File: config.mk
export PLATFORM = sky130hd
export DESIGN_NAME = div_iterative
export DESIGN_NICKNAME = d
export VERILOG_FILES = /design/src/rtl/div_pkg.sv /design/src/rtl/div_step.sv /design/src/rtl/div_iterative.sv
export SDC_FILE = /design/constraint.sdc
export NUM_CORES = 1
export LEC_CHECK = 0
export BUFFER_PORTS_ARGS = -buffer_cell sky130_fd_sc_hd__buf_4
export CORE_AREA = 5 5 203 244
export CTS_CLUSTER_SIZE = 24
export DETAILED_ROUTE_END_ITERATION = 10
export DIE_AREA = 0 0 208 249
export GPL_ROUTABILITY_DRIVEN = 0
export GPL_TIMING_DRIVEN = 1
export SLEW_MARGIN = 40
export SYNTH_ARGS = -nofsm -noshare
export SYNTH_HDL_FRONTEND = slang
export SYNTH_SLANG_ARGS = --single-unit
File: constraint.sdc
create_clock -name clock -period 3.11 [get_ports clock]
set_input_delay 0.4665 -clock clock [delete_from_list [all_inputs] [get_ports clock]]
set_output_delay 0.4665 -clock clock [all_outputs]
set_load 0.01 [all_outputs]
File: src/rtl/div_pkg.sv
// div_pkg -- shared definitions for the iterative signed divider.
//   DIV_WIDTH   : default operand/result width
//   div_state_t : controller state encoding (2-bit binary)
//   iter_bits() : width of the iteration counter, clog2(w+1) so the
//                 counter can hold the value w itself
package div_pkg;

    localparam int DIV_WIDTH = 32;

    typedef enum logic [1:0] {
        IDLE = 2'd0,
        ITER = 2'd1,
        FIX  = 2'd2,
        DONE = 2'd3
    } div_state_t;

    function automatic int iter_bits(input int w);
        return $clog2(w + 1);
    endfunction

endpackage

File: src/rtl/div_step.sv
// div_step -- one radix-2 restoring division step, purely combinational.
//   r_in  : partial remainder (always < divisor, so WIDTH bits suffice)
//   q_in  : dividend bits still to be consumed / quotient bits produced
//   d     : divisor magnitude, WIDTH+1 bits
//   r_out : next partial remainder
//   q_out : next quotient/dividend register, new quotient bit in bit 0
// Kept separate so a radix-4 variant can chain two instances per cycle.
module div_step #(
    parameter int WIDTH = 32
) (
    input  logic [WIDTH-1:0] r_in,
    input  logic [WIDTH-1:0] q_in,
    input  logic [WIDTH:0]   d,
    output logic [WIDTH-1:0] r_out,
    output logic [WIDTH-1:0] q_out
);

    logic [WIDTH:0] r_sh;
    logic [WIDTH:0] trial;

    // {R,Q} << 1: the top dividend bit enters the remainder.
    assign r_sh  = {r_in, q_in[WIDTH-1]};
    // Since r_in < d, r_sh < 2d and the difference stays below d when
    // non-negative, so the top bit of trial is a reliable sign.
    assign trial = r_sh - d;

    always_comb begin
        r_out = r_sh[WIDTH-1:0];
        q_out = {q_in[WIDTH-2:0], 1'b0};
        if (!trial[WIDTH]) begin
            r_out = trial[WIDTH-1:0];
            q_out = {q_in[WIDTH-2:0], 1'b1};
        end
    end

endmodule

File: src/rtl/div_iterative.sv
// div_iterative -- multicycle signed integer divider (radix-2 restoring on
// magnitudes, then sign fixup). One quotient bit per clock.
//   clock           : rising-edge clock
//   reset           : synchronous, active-low
//   ctrl_DIV        : start pulse, operands sampled on this edge
//   data_operandA   : dividend, two's complement
//   data_operandB   : divisor, two's complement
//   data_result     : quotient, truncated toward zero (held until next done)
//   data_remainder  : remainder, sign of dividend (held until next done)
//   data_exception  : divide-by-zero, valid with data_resultRDY
//   data_resultRDY  : one-cycle completion pulse
//   busy            : operation in flight
// Latency: WIDTH+2 cycles normally, 2 cycles for divide by zero.
module div_iterative
    import div_pkg::*;
#(
    parameter int WIDTH = DIV_WIDTH
) (
    input  logic             clock,
    input  logic             reset,
    input  logic             ctrl_DIV,
    input  logic [WIDTH-1:0] data_operandA,
    input  logic [WIDTH-1:0] data_operandB,
    output logic [WIDTH-1:0] data_result,
    output logic [WIDTH-1:0] data_remainder,
    output logic             data_exception,
    output logic             data_resultRDY,
    output logic             busy
);

    localparam int ITER_BITS = iter_bits(WIDTH);

    div_state_t           state;
    logic [WIDTH-1:0]     q;       // dividend magnitude shifting out, quotient shifting in
    logic [WIDTH-1:0]     r;       // partial remainder, bounded by divisor
    logic [WIDTH:0]       d;       // divisor magnitude
    logic [ITER_BITS-1:0] cnt;
    logic                 sign_q;
    logic                 sign_r;

    logic [WIDTH-1:0]     a_mag;
    logic [WIDTH-1:0]     b_mag;
    logic [WIDTH-1:0]     q_nxt;
    logic [WIDTH-1:0]     r_nxt;
    logic [WIDTH-1:0]     q_fix;
    logic [WIDTH-1:0]     r_fix;
    logic [WIDTH-1:0]     a_back;

    // Local two's-complement negation; the ALU stays free for the pipeline.
    // |-2^(W-1)| = 2^(W-1) still fits as an unsigned WIDTH-bit value.
    assign a_mag = data_operandA[WIDTH-1] ? (~data_operandA + WIDTH'(1)) : data_operandA;
    assign b_mag = data_operandB[WIDTH-1] ? (~data_operandB + WIDTH'(1)) : data_operandB;

    div_step #(.WIDTH(WIDTH)) u_step (
        .r_in  (r),
        .q_in  (q),
        .d     (d),
        .r_out (r_nxt),
        .q_out (q_nxt)
    );

    // Sign fixup. -2^(W-1)/-1 wraps naturally to 2^(W-1) here.
    assign q_fix  = sign_q ? (~q + WIDTH'(1)) : q;
    assign r_fix  = sign_r ? (~r + WIDTH'(1)) : r;
    // On divide by zero q still holds |A|; reapplying A's sign rebuilds A.
    assign a_back = sign_r ? (~q + WIDTH'(1)) : q;

    always_ff @(posedge clock) begin
        if (!reset) begin
            state          <= IDLE;
            q              <= '0;
            r              <= '0;
            d              <= '0;
            cnt            <= '0;
            sign_q         <= 1'b0;
            sign_r         <= 1'b0;
            data_result    <= '0;
            data_remainder <= '0;
            data_exception <= 1'b0;
            data_resultRDY <= 1'b0;
            busy           <= 1'b0;
        end else if (ctrl_DIV) begin
            // A start wins over anything in flight, including a pending
            // FIX/DONE: that result is dropped and the outputs are held.
            q              <= a_mag;
            r              <= '0;
            d              <= {1'b0, b_mag};
            sign_q         <= data_operandA[WIDTH-1] ^ data_operandB[WIDTH-1];
            sign_r         <= data_operandA[WIDTH-1];
            cnt            <= ITER_BITS'(WIDTH);
            busy           <= 1'b1;
            data_resultRDY <= 1'b0;
            state          <= (data_operandB == '0) ? DONE : ITER;
        end else begin
            data_resultRDY <= 1'b0;
            case (state)
                IDLE: ;
                ITER: begin
                    q   <= q_nxt;
                    r   <= r_nxt;
                    cnt <= cnt - ITER_BITS'(1);
                    if (cnt == ITER_BITS'(1))
                        state <= FIX;
                end
                FIX: begin
                    data_result    <= q_fix;
                    data_remainder <= r_fix;
                    data_exception <= 1'b0;
                    data_resultRDY <= 1'b1;
                    busy           <= 1'b0;
                    state          <= IDLE;
                end
                DONE: begin
                    data_result    <= '0;
                    data_remainder <= a_back;
                    data_exception <= 1'b1;
                    data_resultRDY <= 1'b1;
                    busy           <= 1'b0;
                    state          <= IDLE;
                end
                default: state <= IDLE;
            endcase
        end
    end

endmodule
# == After elaboration in Yosys (flattened, before gate mapping) ==
# Index checks and enable logic that the tools add are counted.
# classes
addsub,6
n_eq_ne,5
n_mux,21
bitwise,7
n_reduce_logical,9
# op_table
cell,n
$mux 32,8
$add 32x1->32 const B,4
$not 32->32,4
$pmux 32 s2,2
$sub 33x32->33,1
$logic_not 32->1,1
$mux 6,2
$eq 6x1->1 const B,1
$mux 2,3
$reduce_bool 2->1,3
$sub 6x1->6 const B,1
$eq 2x2->1 const B,2
$mux 1,4
$pmux 2 s2,1
$reduce_and 2->1,2
$reduce_or 2->1,2
$ne 3x3->1 const B,1
$reduce_bool 3->1,1
$eq 2x1->1 const B,1
$not 1->1,2
$pmux 1 s2,1
$xor 1x1->1,1
# totals
register_bits,173
in_bits,67
output_inout_bits,67
elab_cells,61

# == Logic depth before layout (Yosys ltp) ==
# depth
word_depth,4
depth_mapped,14

# == Cells and area by module ==
# A second synthesis with hierarchy kept.
# hier_totals
hier_cells,1582
area_unflattened_um2,12132.9
# by_module_without_submodules
module,instances,cells_each,area_per_inst_um2
div_iterative,1,1239,9564.2
div_step,1,343,2568.7

# == Worst setup path after synthesis ==
# OpenSTA, ideal clock, no wires.
# synth_timing
kind,register to register
from,register q[31]
to,register r[10]
t_arrival_ns,3.280
slack_ns,-0.303
path_stages_with_launch,15
n_path_buf,2
cell_sequence,dfxtp_1 > inv_1 > ha_1 > fa_1 > nand2b_1 > a21oi_1 > o211ai_1 > a21oi_1 > a41oi_1 > o31ai_2 > xor2_1 > buf_2 > buf_2 > mux2i_1 > a21oi_1
# synth_between
elab_chain_cells,2
# synth_lines
item,line_no,rtl
start: declaration,div_iterative.sv:34,logic [WIDTH-1:0] q;
start signal: assignment,div_iterative.sv:85,q <= a_mag;
start signal: assignment,div_iterative.sv:99,q <= q_nxt;
$sub 33x32->33,div_step.sv:25,assign trial = r_sh - d;
$mux 32,div_step.sv:30,if (!trial[WIDTH]) begin
end signal: assignment,div_iterative.sv:100,r <= r_nxt;
end: declaration,div_iterative.sv:35,logic [WIDTH-1:0] r;
# Every way passes these cells.
# A chain may end at the register's enable or synchronous reset.

# == Final worst setup path ==
# layout_timing
from,register q[31]
to,register r[29]
# Same word-level chain as after synthesis.

==> impl_metrics.env <==
export IMPL_clockRootBuffer="clkbuf_16"
export IMPL_ff2ff_path_depth=13
export IMPL_swShare=0.336
export IMPL_grt_max_degree=71
export IMPL_grt_pass1_wl_um=61000
export IMPL_cts_clk_slew_worst_paths_ns=0.08
export IMPL_via_count=11700
export IMPL_clock_fmax_ghz=0.326
export IMPL_netlist_instances=1539
export IMPL_cp_data_arrival_time_ns=3.42
export IMPL_internal_power_uw=4390
export IMPL_hold_viol=0
export IMPL_ant_nets=0
export IMPL_required_ns=3.46
export IMPL_routed_top_layer="met4"
export IMPL_powerDensity_nw_per_um2=450
export IMPL_antenna_found_initial=0
export IMPL_critical_path_class="flop to flop"
export IMPL_pwr_share_seq=0.365
export IMPL_vdd_drop_max_v=0.000303
export IMPL_synth_avg_cell_area_um2=7.49
export IMPL_finalWorstSetupSlack_ns=0.0426
export IMPL_ys_types=67
export IMPL_min_path_type="input port to flop"
export IMPL_setup_viol=0
export IMPL_postLayoutCellArea_um2=14700
export IMPL_grt_use_total=0.143
export IMPL_drv_slew=0
export IMPL_max_cap_violations=0
export IMPL_final_instance_count_excl_fill=2349
export IMPL_dpl_cell_count=2300
export IMPL_grt_overflow=0
export IMPL_die_area_um2=51800
export IMPL_antenna_cells=0
export IMPL_synthArstFlopShare=0
export IMPL_period_share=0.986
export IMPL_synth_commonest_cells="nand2_1 (216), dfxtp_1 (173), o21ai_0 (140)"
export IMPL_relSlewSlack=0.455
export IMPL_wire_per_inst_um=16.7
export IMPL_cts_made_buffers=17
export IMPL_worst_pin_slew_ns=0.817
export IMPL_die_w_um=208
export IMPL_leakagePower_uw=0.00584
export IMPL_power_frac_comb=0.293
export IMPL_wl_met2_um=17600
export IMPL_drcViolationCount=0
export IMPL_synth_top_area_frac=0.301
export IMPL_cts_buffer_depth=2
export IMPL_ys_ff_latch=173
export IMPL_ys_seq_area_frac=0.301
export IMPL_firstDrtPassIters=6
export IMPL_grt_pass1_vias=11000
export IMPL_dpl_cell_area_um2=13800
export IMPL_rows=87
export IMPL_cts_sinks=173
export IMPL_period_minus_slack_ns=3.07
export IMPL_drt_met1_wl_um=18100
export IMPL_fillCellCount=5037
export IMPL_p_sw_uw=2220
export IMPL_layout_nets=1819
export IMPL_clk_latency_ns=0.44
export IMPL_synth_nets=1645
export IMPL_end_kind="flop"
export IMPL_wirelength_um=39200
export IMPL_avgViaCountPerCell=5.00
export IMPL_synthTopCellsByArea="dfxtp_1 (30%), nand2_1 (7.0%), xor2_1 (7.0%)"
export IMPL_start_kind="flop"
export IMPL_cts_tree="yes"
export IMPL_post_place_ws_ns=-0.399
export IMPL_boundaryPins=134
export IMPL_yosysMostFrequentCell="nand2_1"
export IMPL_status="finished, final reports clean"
export IMPL_clkPwrFrac=0.342
export IMPL_floorplan_initialDensity=0.246
export IMPL_wl_met3_um=2610
export IMPL_netlist_area_um2=11500
export IMPL_h_tree_depth=4
export IMPL_synth_top_flop_cell="dfxtp_1"
export IMPL_skew_ns=0.0126
export IMPL_portBuffers=133
export IMPL_rsz0062_at_grt="true"
export IMPL_yosysTopAreaCell="dfxtp_1"
export IMPL_die_h_um=249
export IMPL_tns_ns=0
export IMPL_drt_iter0_drc=895
export IMPL_cp_max_fo=3
export IMPL_holdPathStages=3
export IMPL_power_uw=6600
export IMPL_area_delta_synth_final_pct=27.4
export IMPL_yosys_warnings=0
export IMPL_core_area_um2=46800
export IMPL_drive_gt1_frac=0.200
export IMPL_dp_hpwl_um=29700
export IMPL_synth_edf_count=0
power by group through the flow:
stage                     combinational [uW]  sequential (uW)  clock, uW
after detailed placement                1760             2460          0
after global routing                    2120             2420       2380
after global placement                  1730             2450          0
after CTS                               1890             2400       2290
final                                   1940             2410       2260
after floorplan                         1200             2420          0
stage by stage:
| stage | util | hold slack (ns) |
|---|---|---|
| after floorplan | - | 0.441 |
| after global placement | 0.295 | 0.437 |
| after detailed placement | 0.295 | 0.445 |
| after CTS | 0.311 | 0.295 |
| after global routing | 0.314 | 0.307 |
| final | 0.314 | 0.310 |
per-layer routing:
metal | global-route usage | vias to the layer above
li1 | - | 5804
met1 | 0.200 | 5446
met2 | 0.226 | 434
met3 | 0.0268 | 58
met4 | 0.0405 | 0
met5 | 0 | -
sequential cells by signal, summed over array words and instances, names as in the netlist:
name,cells
sign_r,1
data_resultRDY,1
sign_q,1
r,32
busy,1
d,32
data_remainder,32
cnt,6
data_result,32
state,2
q,32
data_exception,1
logic make-up (layout without fill, tap and decap cells):
logic type / count (synthesis) / count (layout) / synth area share
AO/OA/AOI/OAI: 457 / 457 / 0.243
multiplexers: 32 / 32 / 0.0290
buffers and inverters: 162 / 349 / 0.0530
flip-flops: 173 / 173 / 0.301
AND/OR/NAND/NOR: 520 / 520 / 0.213
adder cells (fa/ha/maj): 39 / 39 / 0.0430
XOR/XNOR: 156 / 156 / 0.119
cells in the final DEF, fill, tap and decap left out, types with 7 or more instances in the layout:
cell / synthesis / final
buf_4: 0 / 255
nand2_1: 216 / 216
dfxtp_1: 173 / 171
o21ai_0: 140 / 139
a21oi_1: 125 / 123
nor2_1: 113 / 112
xor2_1: 92 / 91
xnor2_1: 64 / 63
inv_1: 54 / 53
ha_1: 38 / 37
a211oi_1: 35 / 35
nor3_1: 32 / 30
mux2i_1: 30 / 30
nand3_1: 24 / 24
o31ai_1: 25 / 24
or3_1: 25 / 24
o22ai_1: 21 / 21
clkbuf_16: 0 / 17
a31oi_1: 15 / 15
o211ai_1: 14 / 14
a21o_1: 13 / 13
or2_2: 12 / 12
nor4_1: 13 / 12
or4_1: 16 / 12
a311oi_1: 11 / 11
and3_1: 11 / 11
o41ai_1: 11 / 11
nor2b_1: 12 / 10
nand2b_1: 10 / 9
nand4_1: 8 / 8
o21bai_1: 8 / 8
or4_4: 3 / 7
o21a_1: 7 / 7
final timing paths:
kind                     from         endpoint  slack [ns]
min          data_operandB[0]             d[0]        0.31
max reg2reg             q[31]            r[29]        0.04
max                     q[31]            r[29]        0.04
min reg2reg   data_result[13]  data_result[13]        0.46
critical path: stages, from the launching register on:
cell	delay (ns)
dfxtp_2	0.36
inv_4	0.06
ha_4	0.16
fa_2	0.38
nand2b_4	0.16
a21oi_4	0.13
o211ai_1	0.15
a21oi_2	0.24
a41oi_4	0.16
o31ai_4	0.30
buf_4	0.18
xnor2_2	0.14
mux2_2	0.36
a211oi_1	0.21
cell type report:
class	instances	area (um2)	share of cell area
clock buffer	17	425	0.0290
clock inverter	15	179	0.0122
inverter	56	213	0.0145
multi-input combinational	1204	7590	0.517
sequential	173	3470	0.236
tap	623	779	0.0531
timing repair buffer	261	2020	0.138
what timing repair did:
item | CTS | global route
hold buffers | 0 | 0
resized for setup | 9 | 18
pin swaps | 5 | 12
setup buffers | 10 | 6
gates cloned | 2 | 0
setup endpoints to repair | 32 | 34
No activity file was read; power rests on OpenSTA's default activity.
